===== src/rtl/pipe_ctrl_if.sv =====
// Handshake bundle between the pipeline stages and pipe_ctrl.
// master = pipeline side (raises requests), slave = controller side.
interface pipe_ctrl_if #(
  parameter int STAGES = 6,
  parameter int CNT_W  = 32
);
  logic [STAGES-1:0] stallreq;
  logic              flush_req;
  logic [31:0]       flush_pc;
  logic [STAGES-1:0] stall;
  logic [STAGES-1:0] flush;
  logic              new_pc_valid;
  logic [31:0]       new_pc;
  logic [CNT_W-1:0]  stall_cnt;
  logic              stall_timeout;

  modport master (
    output stallreq, flush_req, flush_pc,
    input  stall, flush, new_pc_valid, new_pc, stall_cnt, stall_timeout
  );

  modport slave (
    input  stallreq, flush_req, flush_pc,
    output stall, flush, new_pc_valid, new_pc, stall_cnt, stall_timeout
  );
endinterface


===== src/rtl/pipe_ctrl.sv =====
// Pipeline stall/flush controller: stall decode, flush sequencer with recovery
// window, saturating stall counter; stall watchdog enabled by PIPE_CTRL_WDOG_EN.
module pipe_ctrl #(
  parameter int STAGES         = 6,
  parameter int RECOVER_CYCLES = 2,
  parameter int CNT_W          = 32,
  parameter int WDOG_LIMIT     = 1024
) (
  input  logic       clk,
  input  logic       rst,
  pipe_ctrl_if.slave bus
);

  typedef enum logic [1:0] {IDLE, FLUSH, RECOVER} state_t;

  state_t            state_reg, state_next;
  logic [3:0]        rec_cnt_reg, rec_cnt_next;
  logic [STAGES-1:0] req_eff;
  logic [STAGES-1:0] stall_vec;
  logic [STAGES-1:0] flush_reg;
  logic              new_pc_valid_reg;
  logic [31:0]       new_pc_reg;
  logic [CNT_W-1:0]  stall_cnt_reg;

  always_comb begin
    state_next   = state_reg;
    rec_cnt_next = rec_cnt_reg;
    req_eff      = bus.stallreq;
    case (state_reg)
      IDLE: begin
        if (bus.flush_req) state_next = FLUSH;
      end
      FLUSH: begin
        req_eff      = '0;
        rec_cnt_next = 4'(RECOVER_CYCLES);
        state_next   = bus.flush_req ? FLUSH : RECOVER;
      end
      RECOVER: begin
        // Downstream requests are stale after a redirect; only the PC may still hold.
        req_eff      = {{(STAGES-1){1'b0}}, bus.stallreq[0]};
        rec_cnt_next = rec_cnt_reg - 4'd1;
        if (bus.flush_req)          state_next = FLUSH;
        else if (rec_cnt_reg == 4'd1) state_next = IDLE;
      end
      default: state_next = IDLE;
    endcase
  end

  // Stage j holds when any stage at or below it in the pipe requests a stall.
  genvar gi;
  generate
    for (gi = 0; gi < STAGES; gi++) begin : g_dec
      assign stall_vec[gi] = |req_eff[STAGES-1:gi];
    end
  endgenerate

  always_ff @(posedge clk or posedge rst) begin
    if (rst) begin
      state_reg        <= IDLE;
      rec_cnt_reg      <= '0;
      flush_reg        <= '0;
      new_pc_valid_reg <= 1'b0;
      new_pc_reg       <= '0;
      stall_cnt_reg    <= '0;
    end else begin
      state_reg        <= state_next;
      rec_cnt_reg      <= rec_cnt_next;
      flush_reg        <= {STAGES{bus.flush_req}};
      new_pc_valid_reg <= bus.flush_req;
      if (bus.flush_req) new_pc_reg <= bus.flush_pc;
      if (stall_vec[0] && stall_cnt_reg != {CNT_W{1'b1}})
        stall_cnt_reg <= stall_cnt_reg + 1'b1;
    end
  end

`ifdef PIPE_CTRL_WDOG_EN
  localparam int WD_W = $clog2(WDOG_LIMIT + 1);

  logic [WD_W-1:0] wdog_cnt_reg;
  logic            timeout_reg;

  always_ff @(posedge clk or posedge rst) begin
    if (rst) begin
      wdog_cnt_reg <= '0;
      timeout_reg  <= 1'b0;
    end else begin
      if (state_reg == FLUSH || !stall_vec[0])
        wdog_cnt_reg <= '0;
      else if (wdog_cnt_reg != WD_W'(WDOG_LIMIT))
        wdog_cnt_reg <= wdog_cnt_reg + 1'b1;
      if (stall_vec[0] && wdog_cnt_reg == WD_W'(WDOG_LIMIT - 1))
        timeout_reg <= 1'b1;
    end
  end

  assign bus.stall_timeout = timeout_reg;
`else
  assign bus.stall_timeout = 1'b0;
`endif

  assign bus.stall        = rst ? '0 : stall_vec;
  assign bus.flush        = flush_reg;
  assign bus.new_pc_valid = new_pc_valid_reg;
  assign bus.new_pc       = new_pc_reg;
  assign bus.stall_cnt    = stall_cnt_reg;

endmodule


===== src/flat_wrapper.sv =====
// flat-port wrapper written by rule: the top's interface ports become plain ports
module pipe_ctrl_flat 
#(
  parameter int STAGES         = 6,
  parameter int RECOVER_CYCLES = 2,
  parameter int CNT_W          = 32,
  parameter int WDOG_LIMIT     = 1024
)
  (clk, rst, bus_stallreq, bus_flush_req, bus_flush_pc, bus_stall, bus_flush, bus_new_pc_valid, bus_new_pc, bus_stall_cnt, bus_stall_timeout);
  pipe_ctrl_if #(.STAGES(STAGES), .CNT_W(CNT_W)) bus_i ();
  input  logic clk;
  input  logic rst;
  input wire logic [$bits(bus_i.stallreq)-1:0] bus_stallreq;
  input wire logic [$bits(bus_i.flush_req)-1:0] bus_flush_req;
  input wire logic [$bits(bus_i.flush_pc)-1:0] bus_flush_pc;
  output wire logic [$bits(bus_i.stall)-1:0] bus_stall;
  output wire logic [$bits(bus_i.flush)-1:0] bus_flush;
  output wire logic [$bits(bus_i.new_pc_valid)-1:0] bus_new_pc_valid;
  output wire logic [$bits(bus_i.new_pc)-1:0] bus_new_pc;
  output wire logic [$bits(bus_i.stall_cnt)-1:0] bus_stall_cnt;
  output wire logic [$bits(bus_i.stall_timeout)-1:0] bus_stall_timeout;
  assign bus_i.stallreq = bus_stallreq;
  assign bus_i.flush_req = bus_flush_req;
  assign bus_i.flush_pc = bus_flush_pc;
  assign bus_stall = bus_i.stall;
  assign bus_flush = bus_i.flush;
  assign bus_new_pc_valid = bus_i.new_pc_valid;
  assign bus_new_pc = bus_i.new_pc;
  assign bus_stall_cnt = bus_i.stall_cnt;
  assign bus_stall_timeout = bus_i.stall_timeout;
  pipe_ctrl #(.STAGES(STAGES), .RECOVER_CYCLES(RECOVER_CYCLES), .CNT_W(CNT_W), .WDOG_LIMIT(WDOG_LIMIT)) u_core (.clk(clk), .rst(rst), .bus(bus_i));
endmodule

===== config.mk =====
export PLATFORM = sky130hd
export DESIGN_NAME = pipe_ctrl_flat
export DESIGN_NICKNAME = d
export VERILOG_FILES = /design/src/rtl/pipe_ctrl_if.sv /design/src/rtl/pipe_ctrl.sv /design/src/flat_wrapper.sv
export SDC_FILE = /design/constraint.sdc
export NUM_CORES = 1
export LEC_CHECK = 0
export CELL_PAD_IN_SITES_DETAIL_PLACEMENT = 0
export CELL_PAD_IN_SITES_GLOBAL_PLACEMENT = 1
export CORE_ASPECT_RATIO = 2
export CORE_MARGIN = 5
export CORE_UTILIZATION = 25
export CTS_BUF_LIST = sky130_fd_sc_hd__clkbuf_4
export DETAILED_ROUTE_END_ITERATION = 10
export PLACE_DENSITY_LB_ADDON = 0.1
export SYNTH_ARGS = -nofsm -noshare
export SYNTH_HDL_FRONTEND = slang
export SYNTH_SLANG_ARGS = --single-unit

===== constraint.sdc =====
create_clock -name clk -period 4.05 [get_ports clk]
set_input_delay 0.81 -clock clk [delete_from_list [all_inputs] [get_ports clk]]
set_output_delay 0.81 -clock clk [all_outputs]
set_load 0.01 [all_outputs]

# ---- After elaboration in Yosys (flattened, before gate mapping)
# Index checks and enable logic that the tools add are counted.
dict set report classes {
  addsub 2
  eq_ne 6
  n_mux 8
  reduce_logical 9
}
# cell n
set op_table {}
lappend op_table {{$add A32 B1 Y32 const B} 1}
lappend op_table {{$ne A32 B32 Y1 const B} 1}
lappend op_table {{$pmux W6 S2} 1}
lappend op_table {{$mux W2} 4}
lappend op_table {{$pmux W4 S2} 1}
lappend op_table {{$mux W6} 1}
lappend op_table {{$pmux W2 S3} 1}
lappend op_table {{$reduce_or A6 Y1} 1}
lappend op_table {{$reduce_or A5 Y1} 1}
lappend op_table {{$eq A4 B1 Y1 const B} 1}
lappend op_table {{$reduce_or A4 Y1} 1}
lappend op_table {{$sub A4 B1 Y4 const B} 1}
lappend op_table {{$ne A3 B2 Y1 const B} 1}
lappend op_table {{$reduce_or A3 Y1} 1}
lappend op_table {{$eq A2 B1 Y1 const B} 1}
lappend op_table {{$eq A2 B2 Y1 const B} 1}
lappend op_table {{$logic_not A2 Y1} 1}
lappend op_table {{$ne A2 B2 Y1 const B} 1}
lappend op_table {{$reduce_and A2 Y1} 1}
lappend op_table {{$reduce_bool A2 Y1} 1}
lappend op_table {{$reduce_or A2 Y1} 1}
lappend op_table {{$logic_and A1 B1 Y1} 1}
dict set report word_totals {
  regBits 72
}

# ---- Depth between registers and ports, before layout
# Gate-level depths: netlist (run 1).
dict set report depth {
  depth_word 4
  depth_mapped 8
}

# ---- Worst setup path before layout (run 1)
# Ideal clock, no wire load.
dict set report synth_timing {
  path_type {input to output}
  start {in rst}
  end {out bus_stall[0]}
  arrival_ps 2634
  required_ps 3240
  setup_slack_ps 606
  cell_stages 2
  path_cell_list {inv_1 > and2_1}
}
dict set report synth_between {
  elab_chain_cells 1
}
# item line_no
set synth_rtl {}
lappend synth_rtl {{start, declared} flat_wrapper.sv:12} ;# input logic rst;
lappend synth_rtl {{$mux W6} pipe_ctrl.sv:101} ;# assign bus.stall = rst ? '0 : stall_vec;
lappend synth_rtl {{end, declared} flat_wrapper.sv:16} ;# output wire logic [$bits(bus_i.stall)-1:0] bus_stall;
# Every way passes these cells.

# ---- Final worst setup path (run 1)
dict set report layout_timing {
  start {in bus_stallreq[4]}
  end {out bus_stall[0]}
}
dict set report layout_between {
  elab_chain_cells 3
}
# item line_no
set layout_rtl {}
lappend layout_rtl {{start, declared} flat_wrapper.sv:13} ;# input wire logic [$bits(bus_i.stallreq)-1:0] bus_stallreq;
lappend layout_rtl {{$pmux W6 S2} pipe_ctrl.sv:29} ;# case (state_reg)
lappend layout_rtl {{$reduce_or A6 Y1} pipe_ctrl.sv:53} ;# assign stall_vec[gi] = |req_eff[STAGES-1:gi];
lappend layout_rtl {{$mux W6} pipe_ctrl.sv:101}
# Every way passes these cells.

==> reports/metrics.yaml, run 1 <==
yosysUniqueCellTypes: 43
clk_latency_ns: 0.41
intPower_uw: 1430
peakVddDrop_uv: 288
slew_headroom_pct: 37.7
dp_hpwl_mm: 6.66
min_path_cells: 1
fp.dieArea_um2: 15900
drv_cap: 0
via_per_inst: 4.63
num-fill-cells: 1316
cp_top_family: "buffers and inverters"
setup_viol: 0
path_clk_slew_ns: 0.11
grt_pass1_vias: 2751
rr_worst_depth: 6
ys.flop_type: "dfrtp_1"
cts_root_buffer: "clkbuf_4"
final_nets: 438
pwr-share-comb_pct: 37.2
synth_edf_count: 0
synth_area_leaders: "dfrtp_1, mux2_2, xnor2_1"
switching_share_pct: 35.0
cts_tree: "built"
cellPowerDensity_nw_per_um2: 462
p_sw_uw: 766
crit_chain: "clkdlybuf4s50_1 > nor4_1 > buf_4 > o22ai_2 > and2_1 > clkdlybuf4s50_1"
register_area_um2: 1780
dieWidth_um: 91.6
yosys.area.top_type_share_pct: 53.4
io_pins: 119
synth_common_cells: "dfrtp_1, mux2_2, xnor2_1"
timing.critical_path.slowest_stage_cell: "clkdlybuf4s50_1"
antenna_found_initial: 1
synth-seq-cells: 71
p_leak_uw: 0.00195
worstHoldStart: "u_core.bus.stall_cnt[28]$_DFFE_PP0P_"
async_flop_share_pct: 100
pwr-share-seq_pct: 42.4
tightest_slew_ns: 0.934
syn-num-nets: 323
avgSynthCellArea_um2: 12.1
fin_crit_sh_pct: 87.6
port_buffers: 117
hold_path_class: "reg -> reg"
syn_inst: 275
post_cts_resized: 0
min_to: "u_core.bus.stall_cnt[28]$_DFFE_PP0P_"
crit_cells: 6
placementRows: 59
vias: 2536
globalplace.congestion: 0.704
ant_nets: 0
grt_overflow_total: 0
hold_viol_final: 0
numClockSinks: 71
max_stage_delay_ns: 0.47
synth.most_common_cell: "dfrtp_1"
status: "finished clean"
power.total_uw: 2190
critPathKind: "in -> out"
multiInputGateArea_um2: 1420
htree_levels: 3
synth_area_leader_cell: "dfrtp_1"
ys_warn_count: 0
worstPathArrival_ns: 2.74
grt_max_degree: 72
r2r_start: "u_core.state_reg[0]$_DFFE_PP0P_"
area_delta_synth_final_pct: 42.5
cpMostUsedCell: "clkdlybuf4s50_1"
grt_pass1_wl_mm: 14.4
whs_ns: 0.507
clockBufferDepth: 2
drive_above_1_share_pct: 17.0
fin_worst_skew_ns: 0.0153
netlist_area_um2: 3330
place_inst: 531
path_buf_inv: 3
utilization_pct: 36.3
grt_util_all_layers_pct: 11.5
grt_setup_unrepaired: "false"
drt_iter0_drc: 58
clkPwrFrac_pct: 20.4
rr_endpoint: "u_core.bus.stall_cnt[1]$_DFFE_PP0P_"
crit_required_ns: 3.24
fmax_ghz: 0.282
r2r_setup_slack_ns: 1.53
yosysSeqAreaShare_pct: 53.4
cp-end-kind: "output port"
crit_fanout: 6
drv_slew: 0
die_h_um: 173
cts_setup_buffers: 0
fin_setup_tns_ns: 0
cts_made_buffers: 9
core_um2: 13100
cts_hold_buffers: 0
final_cells: 548
start_util_pct: 25.5
post_drt_wl_per_cell_um: 16.2
drc: 0
fin_crit_ns: 3.55
drt_wl_total_mm: 8.89
cp-start-kind: "primary input"
drt_first_pass_iters: 4
-- power groups by stage --
stage / logic (µW) / registers [µW] / clock network [µW]
finish: 815 / 928 / 448
global route: 899 / 951 / 516
CTS: 837 / 933 / 484
detailed placement: 833 / 947 / 0
global placement: 828 / 942 / 0
floorplan: 449 / 963 / 0
-- cell families (layout without fill, tap and decap cells) --
group                    Yosys count  count (layout)  share of synthesized area (%)
AO/OA/AOI/OAI                     18              18                           4.06
XOR/XNOR                          28              28                           7.37
adder cells (fa/ha/maj)            7               7                           2.63
buffers and inverters             25             145                           3.99
flip-flops                        71              71                           53.4
multiplexers                      34              34                           11.5
other                              1               2                          0.113
AND/OR/NAND/NOR                   91              91                           17.0
-- how the worst max path moves through the flow --
| stage | startpoint | to | slack (ns) |
|---|---|---|---|
| 2_1_floorplan | rst | bus_stall[0] | 0.61 |
| 3_3_place_gp | bus_stallreq[5] | bus_stall[0] | 0.43 |
| 3_5_place_dp | bus_stallreq[4] | bus_stall[0] | 0.46 |
| 4_1_cts | bus_stallreq[4] | bus_stall[0] | 0.44 |
| 5_1_grt | bus_stallreq[4] | bus_stall[0] | 0.37 |
| 6_report | bus_stallreq[4] | bus_stall[0] | 0.50 |
-- cell usage in the layout (no fill, tap or decap), types with 3 or more instances in the layout --
cell type / synthesis / routed
nand2_1: 10 / 10
nor4_1: 3 / 3
xnor2_1: 20 / 20
nand3_1: 16 / 16
ha_1: 7 / 7
xor2_1: 8 / 8
clkinv_2: 0 / 3
and2_1: 3 / 3
nand4_1: 13 / 13
nor3_1: 13 / 13
clkdlybuf4s50_1: 0 / 116
clkbuf_4: 0 / 10
o21ai_0: 5 / 5
inv_1: 10 / 9
nor2_1: 10 / 10
mux2_2: 34 / 34
dfrtp_1: 71 / 71
and3_1: 6 / 6
-- stage by stage --
step	setup WS (ns)	instance area [µm²]
2_1_floorplan	0.606	3330
3_3_place_gp	0.429	4600
4_1_cts	0.443	4740
3_5_place_dp	0.455	4600
6_report	0.500	4740
5_1_grt	0.370	4740
-- metal layers --
metal  up-vias  routed length, µm  global-route usage (%)
met2        81               4960                    21.6
met5         -                  0                       0
met3        10                575                    2.74
met4         0                159                    4.97
met1      1236               3200                    11.8
li1       1209                  -                       -
-- cell type report --
cell class                 count  area share (%)
multi-input combinational    179            29.9
sequential                    71            37.5
antenna                        1          0.0528
inverter                      10           0.791
clock buffer                  10            1.58
tap                          152            4.01
timing repair buffer         119            24.9
clock inverter                 6            1.29
Note: power is estimated with default switching activity, not from simulation.
==> run 2: changes to the inputs <==
GPL_ROUTABILITY_DRIVEN = 0   (was default)
==> results of run 2 <==
No change in the layout: final DEF, timing and power equal those of run 1.
